--- src/rtl/led_sched_pkg.sv ---
// Shared constants and helpers for the LED pattern scheduler: mode encodings,
// LED count, pattern state record and the LED decode function.
package led_sched_pkg;

    localparam int LED_COUNT = 4;

    typedef enum logic [1:0] {
        MODE_OFF    = 2'd0,
        MODE_BLINK  = 2'd1,
        MODE_CHASE  = 2'd2,
        MODE_BOUNCE = 2'd3
    } mode_e;

    typedef logic [LED_COUNT-1:0] led_vec_t;
    typedef logic [$clog2(LED_COUNT)-1:0] pos_t;

    localparam pos_t POS_FIRST = '0;
    localparam pos_t POS_LAST  = pos_t'(LED_COUNT - 1);

    // Complete pattern state; the FSM registers exactly this record.
    typedef struct packed {
        mode_e mode;
        pos_t  pos;
        logic  dir_down;
        logic  phase;
    } pattern_t;

    localparam pattern_t PATTERN_RESET = '{
        mode:     MODE_OFF,
        pos:      POS_FIRST,
        dir_down: 1'b0,
        phase:    1'b0
    };

    function automatic mode_e next_mode(input mode_e m);
        mode_e r;
        case (m)
            MODE_OFF:    r = MODE_BLINK;
            MODE_BLINK:  r = MODE_CHASE;
            MODE_CHASE:  r = MODE_BOUNCE;
            default:     r = MODE_OFF;
        endcase
        return r;
    endfunction

    function automatic led_vec_t decode_leds(input pattern_t p);
        led_vec_t v;
        v = '0;
        case (p.mode)
            MODE_BLINK:  v = {LED_COUNT{p.phase}};
            MODE_CHASE,
            MODE_BOUNCE: v[p.pos] = 1'b1;
            default:     v = '0;
        endcase
        return v;
    endfunction

endpackage

--- src/rtl/led_tick_gen.sv ---
// Step-rate tick generator: counts 0..period-1 and pulses tick on the last
// count. restart forces the count back to 0 so a new mode gets a full period.
module led_tick_gen #(
    parameter int period = 4
) (
    input  logic clk,
    input  logic rst,
    input  logic restart,
    output logic tick
);

    if (period < 2) begin : g_period_check
        $error("led_tick_gen: period must be at least 2");
    end

    localparam int CW = (period < 2) ? 1 : $clog2(period);
    localparam logic [CW-1:0] LAST = CW'(period - 1);

    logic [CW-1:0] count;

    assign tick = (count == LAST);

    always_ff @(posedge clk or posedge rst) begin
        if (rst) begin
            count <= '0;
        end else if (restart || tick) begin
            count <= '0;
        end else begin
            count <= count + 1'b1;
        end
    end

endmodule

--- src/rtl/led_pattern_scheduler.sv ---
// Button-driven LED pattern scheduler: synchronizes and debounces btn, cycles
// OFF/BLINK/CHASE/BOUNCE on each press, and steps the pattern on each tick.
module led_pattern_scheduler
    import led_sched_pkg::*;
#(
    parameter int clk_freq_hz     = 25000000,
    parameter int steps_per_sec   = 4,
    parameter int debounce_cycles = 250000
) (
    input  logic       clk,
    input  logic       rst,
    input  logic       btn,
    output logic       led1,
    output logic       led2,
    output logic       led3,
    output logic       led4,
    output logic [1:0] mode
);

    localparam int PERIOD = clk_freq_hz / steps_per_sec;
    localparam int DB_W   = $clog2(debounce_cycles + 1);
    localparam logic [DB_W-1:0] DB_LAST = DB_W'(debounce_cycles - 1);

    if (PERIOD < 2) begin : g_period_check
        $error("led_pattern_scheduler: clk_freq_hz/steps_per_sec must be at least 2");
    end
    if (debounce_cycles < 1) begin : g_debounce_check
        $error("led_pattern_scheduler: debounce_cycles must be at least 1");
    end

    logic            sync_meta;
    logic            sync_q;
    logic [DB_W-1:0] db_cnt;
    logic            stable;
    logic            stable_prev;
    logic            press;
    logic            tick;
    pattern_t        state_q;
    pattern_t        state_d;
    led_vec_t        leds_q;

    always_ff @(posedge clk or posedge rst) begin
        if (rst) begin
            sync_meta <= 1'b0;
            sync_q    <= 1'b0;
        end else begin
            sync_meta <= btn;
            sync_q    <= sync_meta;
        end
    end

    // Stable level flips only after debounce_cycles consecutive disagreeing
    // samples; press is registered one cycle after a 0->1 flip.
    always_ff @(posedge clk or posedge rst) begin
        if (rst) begin
            db_cnt      <= '0;
            stable      <= 1'b0;
            stable_prev <= 1'b0;
            press       <= 1'b0;
        end else begin
            stable_prev <= stable;
            press       <= stable & ~stable_prev;
            if (sync_q != stable) begin
                if (db_cnt == DB_LAST) begin
                    stable <= sync_q;
                    db_cnt <= '0;
                end else begin
                    db_cnt <= db_cnt + 1'b1;
                end
            end else begin
                db_cnt <= '0;
            end
        end
    end

    led_tick_gen #(
        .period (PERIOD)
    ) u_tick_gen (
        .clk     (clk),
        .rst     (rst),
        .restart (press),
        .tick    (tick)
    );

    always_ff @(posedge clk or posedge rst) begin
        if (rst) begin
            state_q <= PATTERN_RESET;
        end else begin
            state_q <= state_d;
        end
    end

    // press has priority: a coinciding tick is swallowed by the mode change.
    always_comb begin
        state_d = state_q;
        if (press) begin
            state_d          = PATTERN_RESET;
            state_d.mode     = next_mode(state_q.mode);
        end else if (tick) begin
            case (state_q.mode)
                MODE_BLINK: begin
                    state_d.phase = ~state_q.phase;
                end
                MODE_CHASE: begin
                    state_d.pos = (state_q.pos == POS_LAST) ? POS_FIRST : state_q.pos + 1'b1;
                end
                MODE_BOUNCE: begin
                    if (!state_q.dir_down) begin
                        if (state_q.pos == POS_LAST) begin
                            state_d.dir_down = 1'b1;
                            state_d.pos      = state_q.pos - 1'b1;
                        end else begin
                            state_d.pos      = state_q.pos + 1'b1;
                        end
                    end else begin
                        if (state_q.pos == POS_FIRST) begin
                            state_d.dir_down = 1'b0;
                            state_d.pos      = state_q.pos + 1'b1;
                        end else begin
                            state_d.pos      = state_q.pos - 1'b1;
                        end
                    end
                end
                default: begin
                    state_d = state_q;
                end
            endcase
        end
    end

    always_ff @(posedge clk or posedge rst) begin
        if (rst) begin
            leds_q <= '0;
        end else begin
            leds_q <= decode_leds(state_d);
        end
    end

    assign led1 = leds_q[0];
    assign led2 = leds_q[1];
    assign led3 = leds_q[2];
    assign led4 = leds_q[3];
    assign mode = state_q.mode;

endmodule

--- config.mk ---
export PLATFORM = sky130hd
export DESIGN_NAME = led_pattern_scheduler
export DESIGN_NICKNAME = d
export VERILOG_FILES = /design/src/rtl/led_sched_pkg.sv /design/src/rtl/led_tick_gen.sv /design/src/rtl/led_pattern_scheduler.sv
export SDC_FILE = /design/constraint.sdc
export NUM_CORES = 1
export LEC_CHECK = 0
export BUFFER_PORTS_ARGS = -buffer_cell sky130_fd_sc_hd__buf_2
export CORE_MARGIN = 2
export CORE_UTILIZATION = 55
export CTS_CLUSTER_SIZE = 12
export DETAILED_ROUTE_END_ITERATION = 10
export HOLD_SLACK_MARGIN = 0.06
export PLACE_DENSITY = 0.79
export SLEW_MARGIN = 0
export SYNTH_ARGS = -nofsm -noshare
export SYNTH_HDL_FRONTEND = slang
export SYNTH_SLANG_ARGS = --single-unit
--- constraint.sdc ---
create_clock -name clk -period 2.4 [get_ports clk]
set_input_delay 0.36 -clock clk [delete_from_list [all_inputs] [get_ports clk]]
set_output_delay 0.36 -clock clk [all_outputs]
set_load 0.01 [all_outputs]
Word level (Yosys, flattened, before mapping). Index checks and enable logic that the tools add are counted.

Register bits after elaboration: 56. Input port bits: 3. Logic and storage cells: 58.

$add $sub $neg: 4. Magnitude comparators: 2. Eq/ne operators: 10. Multiplexer cells: 18. Bitwise operators: 3. Reductions and logical operators: 9.

Operator list (number): $mux 18 (2); $add 23x1->23 const B (1); $eq 23x23->1 const B (1); $mux 23 (1); $add 18x1->18 const B (1); $eq 18x18->1 const B (1); $eq 2x2->1 const B (5); $pmux 4 s2 (1); $mux 2 (3); $mux 6 (1); $pmux 2 s3 (1); $mux 1 (5); $eq 2x1->1 const B (2); $logic_not 2->1 (2); $mux 4 (1); $pmux 2 s2 (1); $reduce_and 2->1 (2); $reduce_bool 2->1 (2); $lt 2x3->1 const B (1); $mux 3 (1); $add 2x1->2 const B (1); $demux 1 s2 (1); $ge 2x1->1 const B (1); $not 1->1 (2); other kinds (6) (6).

Depth between registers and ports, before layout. Gate-level depths: netlist of run 1.

Depth after elaboration: 11. Mapped depth: 7. Mapped depth without buffers: 6.

By module. From an unflattened synthesis of run 1, not the netlist that was laid out.

Cells, all modules: 286. Area, all modules: 2882.8 sq um.

By module, submodules not included: led_pattern_scheduler (instances 1, cells each 155, area each 1617.8 sq um); led_tick_gen (instances 1, cells each 131, area each 1265.0 sq um).

Least setup slack after synthesis of run 1. OpenSTA, ideal clock, no wires.

Path type: flip-flop to flip-flop. Start: register u_tick_gen.count[0]. End: register leds_q[0]. Data arrival time: 1659 ps. Data required time: 2296 ps. Setup slack: 637 ps. Stages on the path, launching flop included: 7. Cells stage by stage: dfrtp_1 > ha_1 > and3_1 > and4_4 > and4bb_2 > a21o_1 > o311ai_1.

Word-level cells in the longest chain between the ends: 8.

Ends and longest elaborated chain: start: declaration (line led_tick_gen.sv:19) `logic [CW-1:0] count;`; start signal: assignment (line led_tick_gen.sv:29) `count <= count + 1'b1;`; $eq 23x23->1 (*) (line led_tick_gen.sv:21) `assign tick = (count == LAST);`; $mux 4 (*) (line led_pattern_scheduler.sv:99) `end else if (tick) begin`; $mux 6 (*) (line led_pattern_scheduler.sv:96) `if (press) begin`; $lt 2x3->1 (implied by the code) or $ge 2x1->1 (tied branches) (line led_sched_pkg.sv:52) `MODE_BOUNCE: v[p.pos] = 1'b1;`; $logic_and 1x1->1 (implied by the code) (line led_sched_pkg.sv:52); $mux 1 (implied by the code) (line led_sched_pkg.sv:52); $demux 1 s2 (line led_sched_pkg.sv:52); $pmux 4 s2 (*) (line led_sched_pkg.sv:49) `case (p.mode)`; end signal: assignment (line led_pattern_scheduler.sv:135) `leds_q <= decode_leds(state_d);`; end: declaration (line led_pattern_scheduler.sv:40) `led_vec_t leds_q;`.

Every way passes the cells marked *; elsewhere a longest branch is shown, timed or not. The select of a mux whose other input is x is not followed. A chain may end at the register's enable or synchronous reset.

Final worst setup path of run 1.
Start: register u_tick_gen.count[0]. End: register u_tick_gen.count[22].

Word-level cells in the longest chain between the ends: 3.

Ends and longest elaborated chain: parallel branches: the longest is 2 deep, another holds $add 23x1->23; $mux 23 (*) (line led_tick_gen.sv:26) `end else if (restart || tick) begin`.

Every way passes the cells marked *.

==> results.ini, run 1 <==
[worst_hold_path]
hold_path.class=in2reg

[clocking]
cts_buffer_depth=2
holdBufCountCts=0
root_buffer=clkbuf_8
ctsResizeCount=0
cts_made_buffers=5
cts.sinks=56
cts_setup_buffers=0
cts_max_level=2
cts_tree=done
clkLatencyLatePin_ns=0.30
clk_pin_slew_ns=0.09

[worst_setup_path]
crit_family=simple AND/OR/NAND/NOR gates
end_kind=flop
path_buf_inv=0
cp_slowest_stage_delay_ns=0.61
critPathSlowestCell=nor4_1
cp.arrival_ns=2.13
required_ns=2.59
cp_max_fo=4
worstSetupStartpointType=flop
crit_type=reg2reg
crit_chain=ha_1, nand3_1, nor4_1, nand4_1, xor2_1, nor2_1

[grt]
grt_antenna_before_repair=0
grt_max_degree=57
grt_pass1_vias=1911
grt_use_total_pct=19.6
grt_pass1_wl_mm=8.67
gr-total-overflow=0

[cells_and_area]
finalNetCount=293
final_core_util_pct=61.7
num_antenna_cells=0
final_cell_mix=dfrtp_1 (56), nor2_1 (53), xor2_1 (23)
fin_area_um2=2930
fill_cells=395
layout.cells.most_common=dfrtp_1
drive_above_1_share_pct=9.61
syn_to_final_growth_pct=7.33

[power]
internal-power_mw=1.19
irDropWorstVdd_mv=0.268
sw_frac_of_total_pct=20.7
p_leak_nw=1.39
pwr-share-seq_pct=63.3
comb_power_share_pct=2.4
p_switching_uw=311
power.share.clock_pct=34.3
power_density_nw_per_um2=513

[synthesis]
syn_nets=281
synth_top_family_by_area=simple AND/OR/NAND/NOR gates
ys_ff_latch=56
synth_area_per_cell_um2=10.2
synth_edf_count=0
yosysWarningCount=0
syn_inst=268
synth_fa_ha_area_share_pct=4.58
yosys.area_share.simple_pct=24.1
synthXorXnorAreaFrac_pct=12.5
ys.flop_type=dfrtp_1
async_flop_share_pct=100
syn_area_um2=2730
synth_compound_area_share_pct=3.71
ys_seq_area_share_pct=51.3
muxShareOfSynthArea_pct=0.779
ys_types=38

[die]
die_h_um=74.5
core_um2=4750
io_pins=9
die_area_um2=5550
start_util_pct=57.4
fp.dieW_um=74.5
num_rows=25

[detailed_routing]
routed_wl_mm=4.74
post-route-drc-count=0
first_iter_violations=104
ant_nets=0
wl_per_cell_um=13.6
via_count=1865
drt-pass1-iter-count=4
via_per_inst=5.36

[timing]
worst_pin_slew_ns=0.685
drv_slew=0
max_freq_ghz=0.514
min_period_over_period_pct=81.1
hold_violations=0
whs_ns=0.164
timing.setup.tns_ns=0
layout_setup_ws_ns=0.453
fin_crit_ns=1.95
slew_headroom_pct=54.3
rsz0062_at_grt=false
setup_viol=0
clock_skew_ns=0.00594

[placement]
dpl_cell_area_um2=2840
gp_congestion=0.798
dpl.hpwl_mm=3.27
dp_slack_ns=0.499
io_buffers=8

[status]
status=finished clean

[flow_run]
drv_cap=0

==> area by class of cell <==
type	count	area, um^2	area share, %
well taps	67	83.8	2.86
repair buffers	12	70.1	2.39
flip-flops and latches	56	1400	47.8
inverters	10	37.5	1.28
multi-input cells	195	1250	42.6
clock buffers	8	90.1	3.07
==> worst register-to-register path, cell delays in order (launching register included) <==
cell     delay [ns]
dfrtp_1        0.40
ha_1           0.22
nand3_1        0.14
nor4_1         0.61
nand4_1        0.20
xor2_1         0.21
nor2_1         0.06
==> kinds of logic after synthesis <==
logic type,Yosys count
and+or+nand+nor,129
DFF,56
xor gates and xnor gates,39
buffers and inverters,17
AOI/OAI and AO/OA,15
adders and majority gates,10
muxes,2
==> power groups by stage <==
| stage | clock network, mW | logic [mW] | registers [mW] |
|---|---|---|---|
| 2_1_floorplan | 0 | 0.0266 | 0.971 |
| 3_3_place_gp | 0 | 0.0366 | 0.972 |
| 6_report | 0.516 | 0.0360 | 0.953 |
| 5_1_grt | 0.574 | 0.0436 | 0.954 |
| 4_1_cts | 0.531 | 0.0377 | 0.953 |
| 3_5_place_dp | 0 | 0.0375 | 0.972 |
==> state kept, by name, summed over array words and instances (netlist names) <==
name              count
stable                1
state_q               4
press                 1
stable_prev           1
sync_q                1
leds_q                4
db_cnt               18
mode                  2
sync_meta             1
u_tick_gen.count     23
==> metal layers <==
layer / wire length (um) / GRT usage [%] / up-vias
met5: 0 / 0 / -
met4: 23 / 4.56 / 0
met3: 132 / 3.25 / 4
met2: 2390 / 33.5 / 28
met1: 2190 / 26.2 / 910
li1: - / - / 923
==> metrics by stage <==
step           total power [mW]  cells
2_1_floorplan             0.998    268
3_3_place_gp               1.01    340
3_5_place_dp               1.01    340
4_1_cts                    1.52    348
5_1_grt                    1.57    348
6_report                   1.51    348
==> Yosys cell counts, drive strengths merged (2+ instances only) <==
cell type	number	area share, %
nand3	16	2.9
nor4	6	1.4
nand4	9	2.1
o21ai	3	0.55
nor3	6	1.1
nor2b	2	0.46
inv	10	1.4
and4	5	1.8
xor2	23	7.4
a21oi	3	0.55
o31ai	3	0.82
nand2b	5	1.1
nand2	16	2.5
and4bb	2	0.92
nor2	53	7.3
ha	10	4.6
xnor2	16	5.1
dfrtp	56	51
buf	6	1.5
and3	4	0.92
==> final timing paths <==
kind                                           from                   end  slack (ns)  depth (start not counted)
worst min register to register            sync_meta                sync_q        0.36                          0
max in group asynchronous                       rst             db_cnt[4]        1.71                          3
min in group asynchronous                       rst            db_cnt[16]        0.23                          3
worst max-delay path            u_tick_gen.count[0]  u_tick_gen.count[22]        0.45                          6
worst max register to register  u_tick_gen.count[0]  u_tick_gen.count[22]        0.45                          6
worst min-delay path                            btn             sync_meta        0.16                          1
(Power assumes the default switching activity.)
==> run 2: changes to the inputs <==
--- a/config.mk
+++ b/config.mk
@@ -11,7 +11,7 @@
 export CTS_CLUSTER_SIZE = 12
 export DETAILED_ROUTE_END_ITERATION = 10
 export HOLD_SLACK_MARGIN = 0.06
-export PLACE_DENSITY = 0.79
+export PLACE_DENSITY = 0.82
 export SLEW_MARGIN = 0
 export SYNTH_ARGS = -nofsm -noshare
 export SYNTH_HDL_FRONTEND = slang
==> constraint.sdc (replaced) <==
create_clock -name clk -period 1.75 [get_ports clk]
set_input_delay 0.2625 -clock clk [delete_from_list [all_inputs] [get_ports clk]]
set_output_delay 0.2625 -clock clk [all_outputs]
set_load 0.01 [all_outputs]
==> results.ini, run 2 (synthesis gave the netlist of run 1 again) <==
[cells_and_area]
finalNetCount=319
layout.cells.most_common=dfrtp_1
fin_area_um2=3320
final_core_util_pct=69.8
syn_to_final_growth_pct=21.5
final_cells=374
reg_top3=u_tick_gen.count (23), db_cnt (18)
num_antenna_cells=0
max_flop_register=u_tick_gen.count
final_cell_mix=dfrtp_1 (54), nor2_1 (53), buf_4 (24)
largest_reg_flops=23
drive_above_1_share_pct=24.4

[detailed_routing]
wl_per_cell_um=13.6
drt-pass1-iter-count=4
post-route-drc-count=0
via_count=1965
ant_nets=0
routed_wl_mm=5.09
via_per_inst=5.25
first_iter_violations=83

[worst_setup_path]
crit_chain=and4bb_2, and4_4, nand2_4, or4b_4, a21oi_2
end_kind=flop
crit_type=reg2reg
required_ns=1.99
worstSetupStartpointType=flop
critPathSlowestCell=or4b_4
cp_slowest_stage_delay_ns=0.51
cp_max_fo=4
crit_family=simple AND/OR/NAND/NOR gates
path_buf_inv=0
cp.arrival_ns=1.98

[clocking]
cts_max_level=2
cts.sinks=56
cts_made_buffers=5
clkLatencyLatePin_ns=0.31
clk_pin_slew_ns=0.10
root_buffer=clkbuf_8
cts_buffer_depth=2
cts_tree=done

[timing]
max_freq_ghz=0.575
setup_viol=0
clock_skew_ns=0.00906
rsz0062_at_grt=true
timing.setup.tns_ns=0
slew_headroom_pct=69.3
layout_setup_ws_ns=0.0114
drv_slew=0
min_period_over_period_pct=99.3
worst_pin_slew_ns=0.458
hold_violations=0
whs_ns=0.367
fin_crit_ns=1.74

[power]
total_power_mw=2.20
p_switching_uw=446
internal-power_mw=1.75
pwr-share-seq_pct=59.5
comb_power_share_pct=3.0
p_leak_nw=1.55
sw_frac_of_total_pct=20.3
power.share.clock_pct=37.5
power_density_nw_per_um2=662
irDropWorstVdd_mv=0.593

[worst_hold_path]
hold_path.class=reg2reg

[grt]
grt_pass1_wl_mm=8.51
gr-total-overflow=0
grt_antenna_before_repair=0
grt_max_degree=40
grt_pass1_vias=1977
grt_use_total_pct=20.0

[placement]
dpl.hpwl_mm=3.48
gp_congestion=0.843
dp_slack_ns=-0.00351
dp_cells=360
dpl_cell_area_um2=3030
io_buffers=8

[die]
num_rows=25
die_h_um=74.5
die_area_um2=5550
io_pins=9
fp.dieW_um=74.5
start_util_pct=57.4
core_um2=4750

[status]
status=finished clean

[flow_run]
drv_cap=0

[run 2: final timing paths]
| path | from | slack [ns] | to | cells past startpoint |
|---|---|---|---|---|
| setup / recovery | u_tick_gen.count[21] | 0.01 | state_q[1] | 5 |
| hold / removal | sync_meta | 0.37 | sync_q | 0 |
| setup reg to reg | u_tick_gen.count[21] | 0.01 | state_q[1] | 5 |
| hold reg to reg | sync_meta | 0.37 | sync_q | 0 |
| max in group asynchronous | rst | 0.74 | u_tick_gen.count[11] | 4 |
| min in group asynchronous | rst | 0.48 | state_q[3] | 3 |
[run 2: timing repair]
item                                   in CTS  in global routing
gates resized for setup                     1                 21
setup buffers                               1                  2
gates cloned                                0                  1
endpoints found under the hold margin      18                  0
setup endpoints to repair                   6                 45
hold buffers                                2                  0
pin swaps                                   1                 15
[run 2: per-layer routing]
layer | global-route usage, % | part of all wire, %
met1 | 24.5 | 45
met2 | 35.0 | 52
met3 | 4.20 | 2.3
met4 | 7.14 | 1.3
met5 | 0 | 0
[run 2: power groups by stage]
stage,registers (mW),clock network [mW],logic (mW)
3_3_place_gp,1.33,0,0.0556
3_5_place_dp,1.33,0,0.0571
5_1_grt,1.31,0.894,0.0764
6_report,1.31,0.823,0.0661
4_1_cts,1.31,0.846,0.0609
2_1_floorplan,1.33,0,0.0365
[run 2: area by class of cell]
cell class,count,area (um^2)
clock buffer,5,68.8
clock inverter,3,42.5
fill,359,1440
inverter,10,37.5
multi-input combinational,195,1360
sequential,56,1400
tap,67,83.8
timing repair buffer,38,325
==> run 3: changes to the inputs <==
==> constraint.sdc (replaced) <==
create_clock -name clk -period 1.75 [get_ports clk]
set_input_delay 0.35 -clock clk [delete_from_list [all_inputs] [get_ports clk]]
set_output_delay 0.35 -clock clk [all_outputs]
set_load 0.01 [all_outputs]
==> results.ini, run 3 (synthesis gave the netlist of run 1 again) <==
[timing]
hold_violations=0
drv_slew=0
fin_crit_ns=1.74
clock_skew_ns=0.00823
worst_pin_slew_ns=0.457
rsz0062_at_grt=true
setup_viol=0
layout_setup_ws_ns=0.00876
whs_ns=0.140
min_period_over_period_pct=99.5
max_freq_ghz=0.574
slew_headroom_pct=69.4

[grt]
grt_pass1_vias=1971
grt_max_degree=40
grt_use_total_pct=20.0
grt_antenna_before_repair=0
grt_pass1_wl_mm=8.51
gr-total-overflow=0

[die]
fp.dieW_um=74.5
core_um2=4750
num_rows=25
start_util_pct=57.4
io_pins=9
die_area_um2=5550
die_h_um=74.5

[clocking]
cts_buffer_depth=2
root_buffer=clkbuf_8
cts_tree=done
cts_made_buffers=5
cts.sinks=56
clkLatencyLatePin_ns=0.31
cts_max_level=2
clk_pin_slew_ns=0.10

[placement]
dpl_cell_area_um2=3030
gp_congestion=0.843
io_buffers=8
dp_slack_ns=-0.00351
dpl.hpwl_mm=3.48

[flow_run]
drv_cap=0

[cells_and_area]
syn_to_final_growth_pct=21.1
num_antenna_cells=0
finalNetCount=318
drive_above_1_share_pct=24.5
largest_reg_flops=23
reg_top3=u_tick_gen.count (23), db_cnt (18)
layout.cells.most_common=dfrtp_1
max_flop_register=u_tick_gen.count
final_cell_mix=dfrtp_1 (54), nor2_1 (53), buf_4 (24)
fin_area_um2=3310

[worst_setup_path]
r2r-end=state_q[1]
worstSetupStartpointType=flop
r2r_cells=5
end_kind=flop
crit_chain=and4bb_2, and4_4, nand2_4, or4b_4, a21oi_2
cp_slowest_stage_delay_ns=0.51
path_buf_inv=0
ff2ff_setup_slack_ns=0.009
crit_type=reg2reg
crit_family=simple AND/OR/NAND/NOR gates
cp.arrival_ns=1.99
required_ns=2.00
cp_max_fo=4
critPathSlowestCell=or4b_4
regToRegStartpoint=u_tick_gen.count[21]

[status]
status=finished clean

[detailed_routing]
first_iter_violations=82
routed_wl_mm=5.09
via_per_inst=5.28
via_count=1971
wl_per_cell_um=13.6
ant_nets=0
post-route-drc-count=0
drt-pass1-iter-count=4

[power]
p_leak_nw=1.54
power_density_nw_per_um2=664
irDropWorstVdd_mv=0.593

[worst_hold_path]
min_path_cells=1
hold_path.class=in2reg
min_to=sync_meta
min_from=btn

==> run 3: through the flow <==
stage	util [%]	TNS (ns)	power, mW	cells
CTS	66.6	0	2.21	370
detailed placement	63.8	-0.00351	1.39	360
finish	69.6	0	2.20	373
global route	69.6	-0.460	2.28	373
global placement	63.8	0	1.39	360
floorplan	-	0	1.37	268
==> run 3: power by group <==
part	switching [mW]	internal (mW)
combinational	0.0390	0.0251
clock	0.400	0.424
sequential	0.00711	1.30
total	0.447	1.75
==> run 3: area by class of cell <==
type                       count  area, um^2
sequential                    56        1400
clock buffer                   5        68.8
timing repair buffer          37         315
clock inverter                 3        42.5
multi-input combinational    195        1360
tap                           67        83.8
inverter                      10        37.5
fill                         360        1450
==> run 3: worst max-delay path by stage <==
stage / startpoint / endpoint / slack [ns] / cells past startpoint
2_1_floorplan: u_tick_gen.count[0] / state_q[1] / 0.007 / 6
3_3_place_gp: u_tick_gen.count[1] / leds_q[0] / 0.04 / 6
3_5_place_dp: u_tick_gen.count[1] / u_tick_gen.count[20] / -0.004 / 8
4_1_cts: db_cnt[0] / db_cnt[16] / 0.0009 / 6
5_1_grt: u_tick_gen.count[1] / leds_q[0] / -0.11 / 6
6_report: u_tick_gen.count[21] / state_q[1] / 0.009 / 5
==> run 3: timing repair <==
item,4_1_cts,5_1_grt
endpoints found under the setup margin,6,45
pin swaps,1,15
cloned,0,1
setup buffers,1,2
hold buffers,1,0
endpoints found under the hold margin,17,0
gates resized for setup,1,21
==> run 3: metal layers <==
layer	track usage [%]	vias up	share of wire, %
li1	-	978	-
met1	24.5	958	44
met2	35.0	27	52
met3	4.20	8	2.7
met4	7.14	0	1.4
met5	0	-	0
